<file path="config.mk">
export PLATFORM = sky130hd
export DESIGN_NAME = wb_port_arbiter
export DESIGN_NICKNAME = d
export VERILOG_FILES = /design/src/rtl/wb_port_arbiter_pkg.sv /design/src/rtl/twoInputMux.sv /design/src/rtl/wb_port_arbiter_grant.sv /design/src/rtl/wb_port_arbiter.sv
export SDC_FILE = /design/constraint.sdc
export NUM_CORES = 1
export LEC_CHECK = 0
export ABC_AREA = 1
export CORE_MARGIN = 3
export CORE_UTILIZATION = 45
export DETAILED_ROUTE_END_ITERATION = 8
export PLACE_DENSITY = 0.89
export SYNTH_ARGS = -nofsm -noshare
export SYNTH_HDL_FRONTEND = slang
export SYNTH_SLANG_ARGS = --single-unit
</file>
<file path="constraint.sdc">
create_clock -name clk -period 3.9 [get_ports clk]
set_input_delay 0.78 -clock clk [delete_from_list [all_inputs] [get_ports clk]]
set_output_delay 0.78 -clock clk [all_outputs]
set_load 0.05 [all_outputs]
</file>
<file path="src/rtl/wb_port_arbiter_pkg.sv">
// Shared definitions for the write-back port arbiter.
//   state_t    : arbiter FSM encoding (IDLE / LOCK_A / LOCK_B)
//   SEL_A/B    : write-back mux select / priority encoding (1 = A, 0 = B)
//   DATA_WIDTH : register-file write data width
`timescale 1ns/1ps
package wb_port_arbiter_pkg;

  localparam int unsigned DATA_WIDTH = 16;

  typedef enum logic [1:0] {
    ST_IDLE   = 2'd0,
    ST_LOCK_A = 2'd1,
    ST_LOCK_B = 2'd2
  } state_t;

  localparam logic SEL_A = 1'b1;
  localparam logic SEL_B = 1'b0;

endpackage

</file>
<file path="src/rtl/twoInputMux.sv">
// Generic 2:1 data mux used on the write-back path.
//   enable     : 1 selects inputA, 0 selects inputB
//   inputA/B   : candidate data words
//   outputData : selected word
`timescale 1ns/1ps
module twoInputMux #(
  parameter int unsigned WIDTH = 16
) (
  input  logic             enable,
  input  logic [WIDTH-1:0] inputA,
  input  logic [WIDTH-1:0] inputB,
  output logic [WIDTH-1:0] outputData
);

  assign outputData = enable ? inputA : inputB;

endmodule

</file>
<file path="src/rtl/wb_port_arbiter_grant.sv">
// Combinational 2-way round-robin pick for the write-back port.
//   i_a_valid/i_b_valid : requester valids
//   i_prio              : side that wins a tie in IDLE (SEL_A / SEL_B)
//   i_state             : arbiter state; a lock restricts the grant to its owner
//   o_grant_a/o_grant_b : one-hot (or zero) grant
`timescale 1ns/1ps
module rr_grant2
  import wb_port_arbiter_pkg::*;
(
  input  logic   i_a_valid,
  input  logic   i_b_valid,
  input  logic   i_prio,
  input  state_t i_state,
  output logic   o_grant_a,
  output logic   o_grant_b
);

  always_comb begin
    o_grant_a = 1'b0;
    o_grant_b = 1'b0;
    case (i_state)
      ST_IDLE: begin
        if (i_a_valid && i_b_valid) begin
          o_grant_a = (i_prio == SEL_A);
          o_grant_b = (i_prio == SEL_B);
        end else begin
          o_grant_a = i_a_valid;
          o_grant_b = i_b_valid;
        end
      end
      ST_LOCK_A: o_grant_a = i_a_valid;
      ST_LOCK_B: o_grant_b = i_b_valid;
      default: begin
        o_grant_a = 1'b0;
        o_grant_b = 1'b0;
      end
    endcase
  end

endmodule

</file>
<file path="src/rtl/wb_port_arbiter.sv">
// Arbitrates the single register-file write port between A (ALU) and B (load).
//   clk, reset                      : clock, async active-high reset
//   a_valid/a_lock/a_addr/a_data    : requester A beat; a_ready = beat accepted
//   b_valid/b_lock/b_addr/b_data    : requester B beat; b_ready = beat accepted
//   wr_stall                        : register file cannot accept a write
//   mux_sel                         : combinational data-mux select (1 = A)
//   wr_en/wr_addr/wr_data           : registered write to the register file
`timescale 1ns/1ps
module wb_port_arbiter
  import wb_port_arbiter_pkg::*;
#(
  parameter int unsigned ADDR_WIDTH = 4,
  parameter int unsigned LOCK_MAX   = 8
) (
  input  logic                  clk,
  input  logic                  reset,
  input  logic                  a_valid,
  input  logic                  a_lock,
  input  logic [ADDR_WIDTH-1:0] a_addr,
  input  logic [DATA_WIDTH-1:0] a_data,
  output logic                  a_ready,
  input  logic                  b_valid,
  input  logic                  b_lock,
  input  logic [ADDR_WIDTH-1:0] b_addr,
  input  logic [DATA_WIDTH-1:0] b_data,
  output logic                  b_ready,
  input  logic                  wr_stall,
  output logic                  mux_sel,
  output logic                  wr_en,
  output logic [ADDR_WIDTH-1:0] wr_addr,
  output logic [DATA_WIDTH-1:0] wr_data
);

  localparam int unsigned CNT_W = $clog2(LOCK_MAX);

  state_t                r_state;
  logic                  r_prio;
  logic [CNT_W-1:0]      r_lock_cnt;
  logic                  r_wr_en;
  logic [ADDR_WIDTH-1:0] r_wr_addr;
  logic [DATA_WIDTH-1:0] r_wr_data;

  state_t                w_state_nxt;
  logic                  w_prio_nxt;
  logic [CNT_W-1:0]      w_cnt_nxt;
  logic                  w_wr_en_nxt;
  logic [ADDR_WIDTH-1:0] w_wr_addr_nxt;
  logic [DATA_WIDTH-1:0] w_wr_data_nxt;

  logic                  w_grant_a_raw;
  logic                  w_grant_b_raw;
  logic                  w_grant_a;
  logic                  w_grant_b;
  logic                  w_accept;
  logic                  w_last_beat;
  logic [ADDR_WIDTH-1:0] w_sel_addr;
  logic [DATA_WIDTH-1:0] w_sel_data;

  rr_grant2 u_grant (
    .i_a_valid (a_valid),
    .i_b_valid (b_valid),
    .i_prio    (r_prio),
    .i_state   (r_state),
    .o_grant_a (w_grant_a_raw),
    .o_grant_b (w_grant_b_raw)
  );

  // A stalled register file blocks every grant, so nothing is accepted.
  assign w_grant_a = w_grant_a_raw & ~wr_stall;
  assign w_grant_b = w_grant_b_raw & ~wr_stall;
  assign a_ready   = w_grant_a & a_valid;
  assign b_ready   = w_grant_b & b_valid;
  assign mux_sel   = w_grant_a ? SEL_A : SEL_B;
  assign w_accept  = a_ready | b_ready;

  twoInputMux #(.WIDTH(DATA_WIDTH)) u_data_mux (
    .enable     (mux_sel),
    .inputA     (a_data),
    .inputB     (b_data),
    .outputData (w_sel_data)
  );

  assign w_sel_addr  = (mux_sel == SEL_A) ? a_addr : b_addr;
  assign w_last_beat = (r_lock_cnt == CNT_W'(LOCK_MAX - 1));

  // State, priority, lock counter and output registers.
  always_ff @(posedge clk or posedge reset) begin
    if (reset) begin
      r_state    <= ST_IDLE;
      r_prio     <= SEL_A;
      r_lock_cnt <= '0;
      r_wr_en    <= 1'b0;
      r_wr_addr  <= '0;
      r_wr_data  <= '0;
    end else begin
      r_state    <= w_state_nxt;
      r_prio     <= w_prio_nxt;
      r_lock_cnt <= w_cnt_nxt;
      r_wr_en    <= w_wr_en_nxt;
      r_wr_addr  <= w_wr_addr_nxt;
      r_wr_data  <= w_wr_data_nxt;
    end
  end

  // Next-state: lock entry/extension/release and write-stage load.
  always_comb begin
    w_state_nxt   = r_state;
    w_prio_nxt    = r_prio;
    w_cnt_nxt     = r_lock_cnt;
    w_wr_en_nxt   = wr_stall ? r_wr_en : w_accept;
    w_wr_addr_nxt = r_wr_addr;
    w_wr_data_nxt = r_wr_data;

    if (w_accept) begin
      w_wr_addr_nxt = w_sel_addr;
      w_wr_data_nxt = w_sel_data;
    end

    case (r_state)
      ST_IDLE: begin
        if (a_ready) begin
          if (a_lock) begin
            w_state_nxt = ST_LOCK_A;
            w_cnt_nxt   = CNT_W'(1);
          end else begin
            w_prio_nxt  = SEL_B;
          end
        end else if (b_ready) begin
          if (b_lock) begin
            w_state_nxt = ST_LOCK_B;
            w_cnt_nxt   = CNT_W'(1);
          end else begin
            w_prio_nxt  = SEL_A;
          end
        end
      end
      ST_LOCK_A: begin
        if (a_ready) begin
          if (a_lock && !w_last_beat) begin
            w_cnt_nxt   = r_lock_cnt + CNT_W'(1);
          end else begin
            w_state_nxt = ST_IDLE;
            w_cnt_nxt   = '0;
            w_prio_nxt  = SEL_B;
          end
        end
      end
      ST_LOCK_B: begin
        if (b_ready) begin
          if (b_lock && !w_last_beat) begin
            w_cnt_nxt   = r_lock_cnt + CNT_W'(1);
          end else begin
            w_state_nxt = ST_IDLE;
            w_cnt_nxt   = '0;
            w_prio_nxt  = SEL_A;
          end
        end
      end
      default: begin
        w_state_nxt = ST_IDLE;
        w_cnt_nxt   = '0;
      end
    endcase
  end

  assign wr_en   = r_wr_en;
  assign wr_addr = r_wr_addr;
  assign wr_data = r_wr_data;

endmodule
</file>
==> impl_metrics.tcl <==
set metrics [dict create \
    status "finished clean" \
    hpwl_um 3110 \
    fin_ws_ns 0.609 \
    gp_congestion 0.813 \
    synth-seq-cells 27 \
    seq_area_frac_synth_pct 42.0 \
    synth_common_cells "nand2_1 (56), nor2_1 (27), dfrtp_1 (26)" \
    tns_ns 0 \
    drv_cap 0 \
    vias 1558 \
    final_cells 325 \
    r2r_slack_ns 1.56 \
    netlist.area_leader.share_pct 40.3 \
    initial_core_util_pct 47.6 \
    pre_cts_slack_ns 0.661 \
    fin_util_pct 68.9 \
    clk_pin_slew_ns 0.14 \
    cts_made_buffers 3 \
    final_hold_viol_count 0 \
    setup_violations 0 \
    vias_per_cell 4.79 \
    cp.arrival_ns 2.51 \
    antenna_found_initial 0 \
    post-place-cells 321 \
    clockBufferDepth 2 \
    r2r-start "r_state[0]" \
    diodes 0 \
    post_cts_buffers 0 \
    cts_htree_levels 1 \
    die_area_sq_mm 0.00434 \
    route.detailed.drc 0 \
    slew-limit-headroom_pct 32.9 \
    synthTopCellsByArea "dfrtp_1 (40%), nand2_1 (13%), o21ai_1 (7.1%), nor2_1 (6.3%), ha_1 (6.2%)" \
    wl_per_cell_um 12.7 \
    rows 21 \
    grt_pass1_wl_um 6330 \
    worstSetupStartpointType "flop" \
    n_fill_cell 268 \
    cts.repair.resized 0 \
    rsz0062_at_grt "no" \
    worstSetupEndpoint "b_ready" \
    vdd_drop_max_mv 0.417 \
    async_flop_share_pct 100 \
    syn2layout_area_growth_pct 44.8 \
    drtPass1Iterations 4 \
    die_w_um 65.9 \
    core_area_sq_mm 0.00339 \
    final.setup_skew_ns 0.00610 \
    multi_input_area_sq_um 772 \
    yosysUniqueCellTypes 20 \
    place.port_buffers 70 \
    period_needed_ns 3.29 \
    first_iter_violations 118 \
    grt.overflow.total 0 \
    synth_cells 212 \
    report.power.total_mw 1.95 \
    yosysWarnings 0 \
    worst_pin_slew_ns 1.01 \
    crit_type "flop to output pin" \
    ios 71 \
    cts_hold_buf 0 \
    crit_path_end_kind "output pin" \
    syn-num-nets 267 \
    track_usage_pct 18.6 \
    min_path_type "flop to flop" \
    required_ns 3.12 \
    tritoncts "done" \
    finalCritPeriodShare_pct 84.4 \
    clk_latency_ns 0.33 \
    drt_wl_total_um 4130 \
    syn_area_sq_mm 0.00161 \
    timing.rr.end "wr_addr[3]" \
    regArea_sq_um 677 \
    yosysMostFrequentCell "nand2_1" \
    synth_top_area_cell "dfrtp_1" \
    synth-edff-count 0 \
    critPathMaxFanout 9 \
    clock.fmax_ghz 0.304 \
    critPathLaunch "r_state[0]" \
    drive_gt1_share_pct 6.81 \
    cellLeakagePower_nw 1.12 \
    finalMaxSlewViolations 0 \
    die_h_um 65.9 \
    rr_worst_depth 10 \
    nNetsFinal 335 \
    avgSynthCellArea_sq_um 7.61 \
    cts-root-buf "clkbuf_4" \
    yosys_most_used_dff "dfrtp_1" \
    antenna_left 0 \
    cts.sinks 27 \
    grt_max_degree 28 \
    grt_pass1_vias 1426 \
    powerDensity_mw_per_mm2 836 \
]
## state kept, by name (all words and copies together) (netlist names)
register	cells
wr_data	16
wr_en	1
wr_addr	4
r_state	2
r_lock_cnt	3
r_prio	1
## report_power, final
group / switching (mW) / total [mW] / internal, mW
registers: 0.0795 / 0.494 / 0.415
clock network: 0.0816 / 0.121 / 0.0392
logic: 0.891 / 1.34 / 0.447
## critical path: stages, from the launching register on
cell	delay, ns
dfrtp_1	0.47
inv_1	0.13
ha_1	0.40
nand3_1	0.13
nand2_1	0.07
nand2_1	0.11
inv_1	0.08
clkdlybuf4s50_1	0.79
## kinds of logic after synthesis
group           after synthesis  synth area share [%]
fa+ha+maj                     8                  6.21
simple gates                101                  27.9
compound gates               44                  13.8
flops                        27                  42.0
buf+inv                      32                  10.2
## layer usage
metal  share of wire (%)  track usage, %  wire length, um
met1                  40            22.8             1670
met2                  53            33.0             2170
met3                 5.3            3.23              221
met4                 1.8            5.44               75
met5                   0               0                0
## worst min-delay path by stage
| stage | from | to | slack (ns) | depth (start not counted) |
|---|---|---|---|---|
| floorplan | r_prio | r_prio | 0.45 | 2 |
| detailed placement | wr_en | wr_en | 0.47 | 2 |
| CTS | r_prio | r_prio | 0.50 | 2 |
| finish | r_prio | r_prio | 0.50 | 2 |
| global placement | r_prio | r_prio | 0.46 | 2 |
| global route | r_prio | r_prio | 0.52 | 2 |
## placed cells by master (no fill, tap or decap), drive strengths merged
master,count
o21a,1
nand2,58
a21oi,1
ha,8
o21ai,42
clkinvlp,1
buf,3
dfrtp,26
nand4,4
nand3,8
nor2,31
dfstp,1
inv,23
clkdlybuf4s50,69
clkbuf,3
## through the flow
| stage | hold WS [ns] | cell area (sq um) |
|---|---|---|
| final | 0.498 | 2340 |
| after global routing | 0.515 | 2340 |
| after CTS | 0.495 | 2340 |
| after detailed placement | 0.470 | 2310 |
| after global placement | 0.463 | 2310 |
| after floorplan | 0.449 | 1610 |
## area by class of cell
type,count,area share [%]
Inverter,23,3.70
Tap cell,46,2.46
Timing Repair Buffer,72,30.5
Multi-Input combinational cell,153,33.0
Clock buffer,3,0.964
Clock inverter,1,0.321
Sequential cell,27,29.0
(Power assumes the default switching activity.)
==> patch (same flow settings) <==
Re-encode `state_t` (3 states) as one-hot, 3 bits wide.
--- a/src/rtl/wb_port_arbiter_pkg.sv
+++ b/src/rtl/wb_port_arbiter_pkg.sv
@@ -8,8 +8,8 @@
   localparam int unsigned DATA_WIDTH = 16;
 
-  typedef enum logic [1:0] {
-    ST_IDLE   = 2'd0,
-    ST_LOCK_A = 2'd1,
-    ST_LOCK_B = 2'd2
+  typedef enum logic [2:0] {
+    ST_IDLE   = 3'b001,
+    ST_LOCK_A = 3'b010,
+    ST_LOCK_B = 3'b100
   } state_t;
 
Formal check against the unedited RTL: same outputs for any inputs over 10 cycles, from zero or initial values and one cycle with reset high; not proved beyond that.
==> patch against the unedited design <==
Synthesized area decreased by 4.3%. Maximum frequency decreased by 1.4%. Total power decreased by 8.2%. Sequential cell count increased by 1. Critical path depth decreased by 2. Wire length increased by 0.22%. Cell area decreased by 2.2%. Setup slack got worse by 0.047 ns. Die area decreased by 4.0%. Highest routed layer unchanged.
==> patch: results <==
[routing]
wl_per_cell_um = 13.4
detail_route.first_pass.iterations = 4
drt_first_iter_violations = 126
viasPerCell = 5.06

[status]
outcome = "finished, final reports clean"

[placement]
post-place-ws_ns = 0.582
dp_hpwl_um = 3190
buffer_ports.inserted = 70
detailed_place.area_um2 = 2250
globalplace.congestion = 0.939

[synth]
number_of_distinct_standard_cells_referenced_by_the_synthesized_netlist = 27
synth_ff_type = "sky130_fd_sc_hd__dfrtp_1"
yosys_warnings = 0
synth_common_cells = "sky130_fd_sc_hd__nand2_1 (47), sky130_fd_sc_hd__dfrtp_1 (26), sky130_fd_sc_hd__nor2_1 (26)"
seq_area_frac_synth_pct = 45.6
synth-async-reset-ratio_pct = 100
synth.top_cells.by_area = "sky130_fd_sc_hd__dfrtp_1 (42%), sky130_fd_sc_hd__nand2_1 (11%), sky130_fd_sc_hd__o21ai_1 (8.1%), sky130_fd_sc_hd__nor2_1 (6.3%), sky130_fd_sc_hd__o21ai_0 (6.2%)"
post_syn_nets = 247

[global_routing]
via_count_of_the_first_global_routing_pass = 1504
global_route_wire_length_before_repair_um = 6900
grt.total_usage_pct = 21.1
pin_count_of_the_biggest_net_entering_global_routing = 29
antenna_violations_before_repair = 0

[layout]
antenna-diode-count = 0
post_route_cells_drive_above_1_share_pct = 9.81
nets = 315
largest_register_ffs = 16

[power_and_ir_drop]
power.leakage_nw = 1.05
ir_drop_mv = 0.394

[setup_path]
critPathArrivalTime_ns = 2.56
critical_path.slowest_cell = "sky130_fd_sc_hd__clkdlybuf4s50_1"
top_fanout_value_on_the_critical_path = 4
cpPeakStageDelay_ns = 0.79

[timing]
finClkSkew_ns = 0.00611
worst_margin_slew_ns = 1.03

[hold_path]
worst_hold_path_class = "reg2reg"

[clock_tree]
clock_tree.htree_level_count = 1
clkSlewWorstSetupHoldPaths_ns = 0.14
ctsLongestPathBuffers = 2
cts_inserted_buffers = 3
post_cts.repair.setup_buffers = 0
cts_resized = 0
cts-root-buf = "sky130_fd_sc_hd__clkbuf_4"
clk-insertion-delay-late_ns = 0.32
[patch: changes by cell type after synthesis, sizes merged]
cell    change
o21ai       +2
o21a        -1
dfstp       +1
nor2        -3
buf         -1
nand3b      +1
ha          -6
or2         +2
inv         -6
and2        +1
nand3       -1
clkinv      +1
o22ai       +1
nand2       -5
[patch: through the flow]
step	cells	hold slack (ns)
after floorplan	198	0.454
after global placement	305	0.470
after detailed placement	305	0.476
after CTS	309	0.498
after global routing	309	0.510
final	309	0.496
[patch: worst max-delay path, delay by kind of cell]
family / cells / cell delay, ns
buf+inv: 3 / 1.39
simple gates: 2 / 0.39
[patch: final cells by class]
cell class                      instances  area, um^2
Clock buffer                            4        36.3
Fill cell                             256         870
Inverter                               18        68.8
Multi-Input combinational cell        144         714
Sequential cell                        28         703
Tap cell                               44        55.1
Timing Repair Buffer                   71         706
[patch: kinds of logic after synthesis]
family	count (synthesis)	synth area share [%]
fa+ha+maj	2	1.62
buf+inv	26	8.11
compound gates	46	15.7
flops	28	45.6
simple gates	96	29.0
[patch: worst paths after layout]
path / from / slack [ns] / depth (start not counted) / end
worst max-delay path: wr_stall / 0.56 / 5 / b_ready
worst min-delay path: r_prio / 0.50 / 2 / r_prio
worst max register to register: r_state[0] / 1.94 / 11 / r_prio
worst min register to register: r_prio / 0.50 / 2 / r_prio
max in group asynchronous: reset / 2.30 / 2 / wr_data[15]
min in group asynchronous: reset / 0.98 / 2 / wr_data[9]
[patch: layer usage]
layer / GRT usage [%] / part of all wire (%) / wire length [um]
met5: 0 / 0 / 0
met3: 5.20 / 8.2 / 341
met1: 25.9 / 42 / 1730
met4: 8.71 / 2.2 / 91
met2: 35.3 / 48 / 1980
[patch: where the power goes]
part / switching (mW) / internal, mW
Clock: 0.0841 / 0.0571
Combinational: 0.769 / 0.383
Sequential: 0.0728 / 0.426
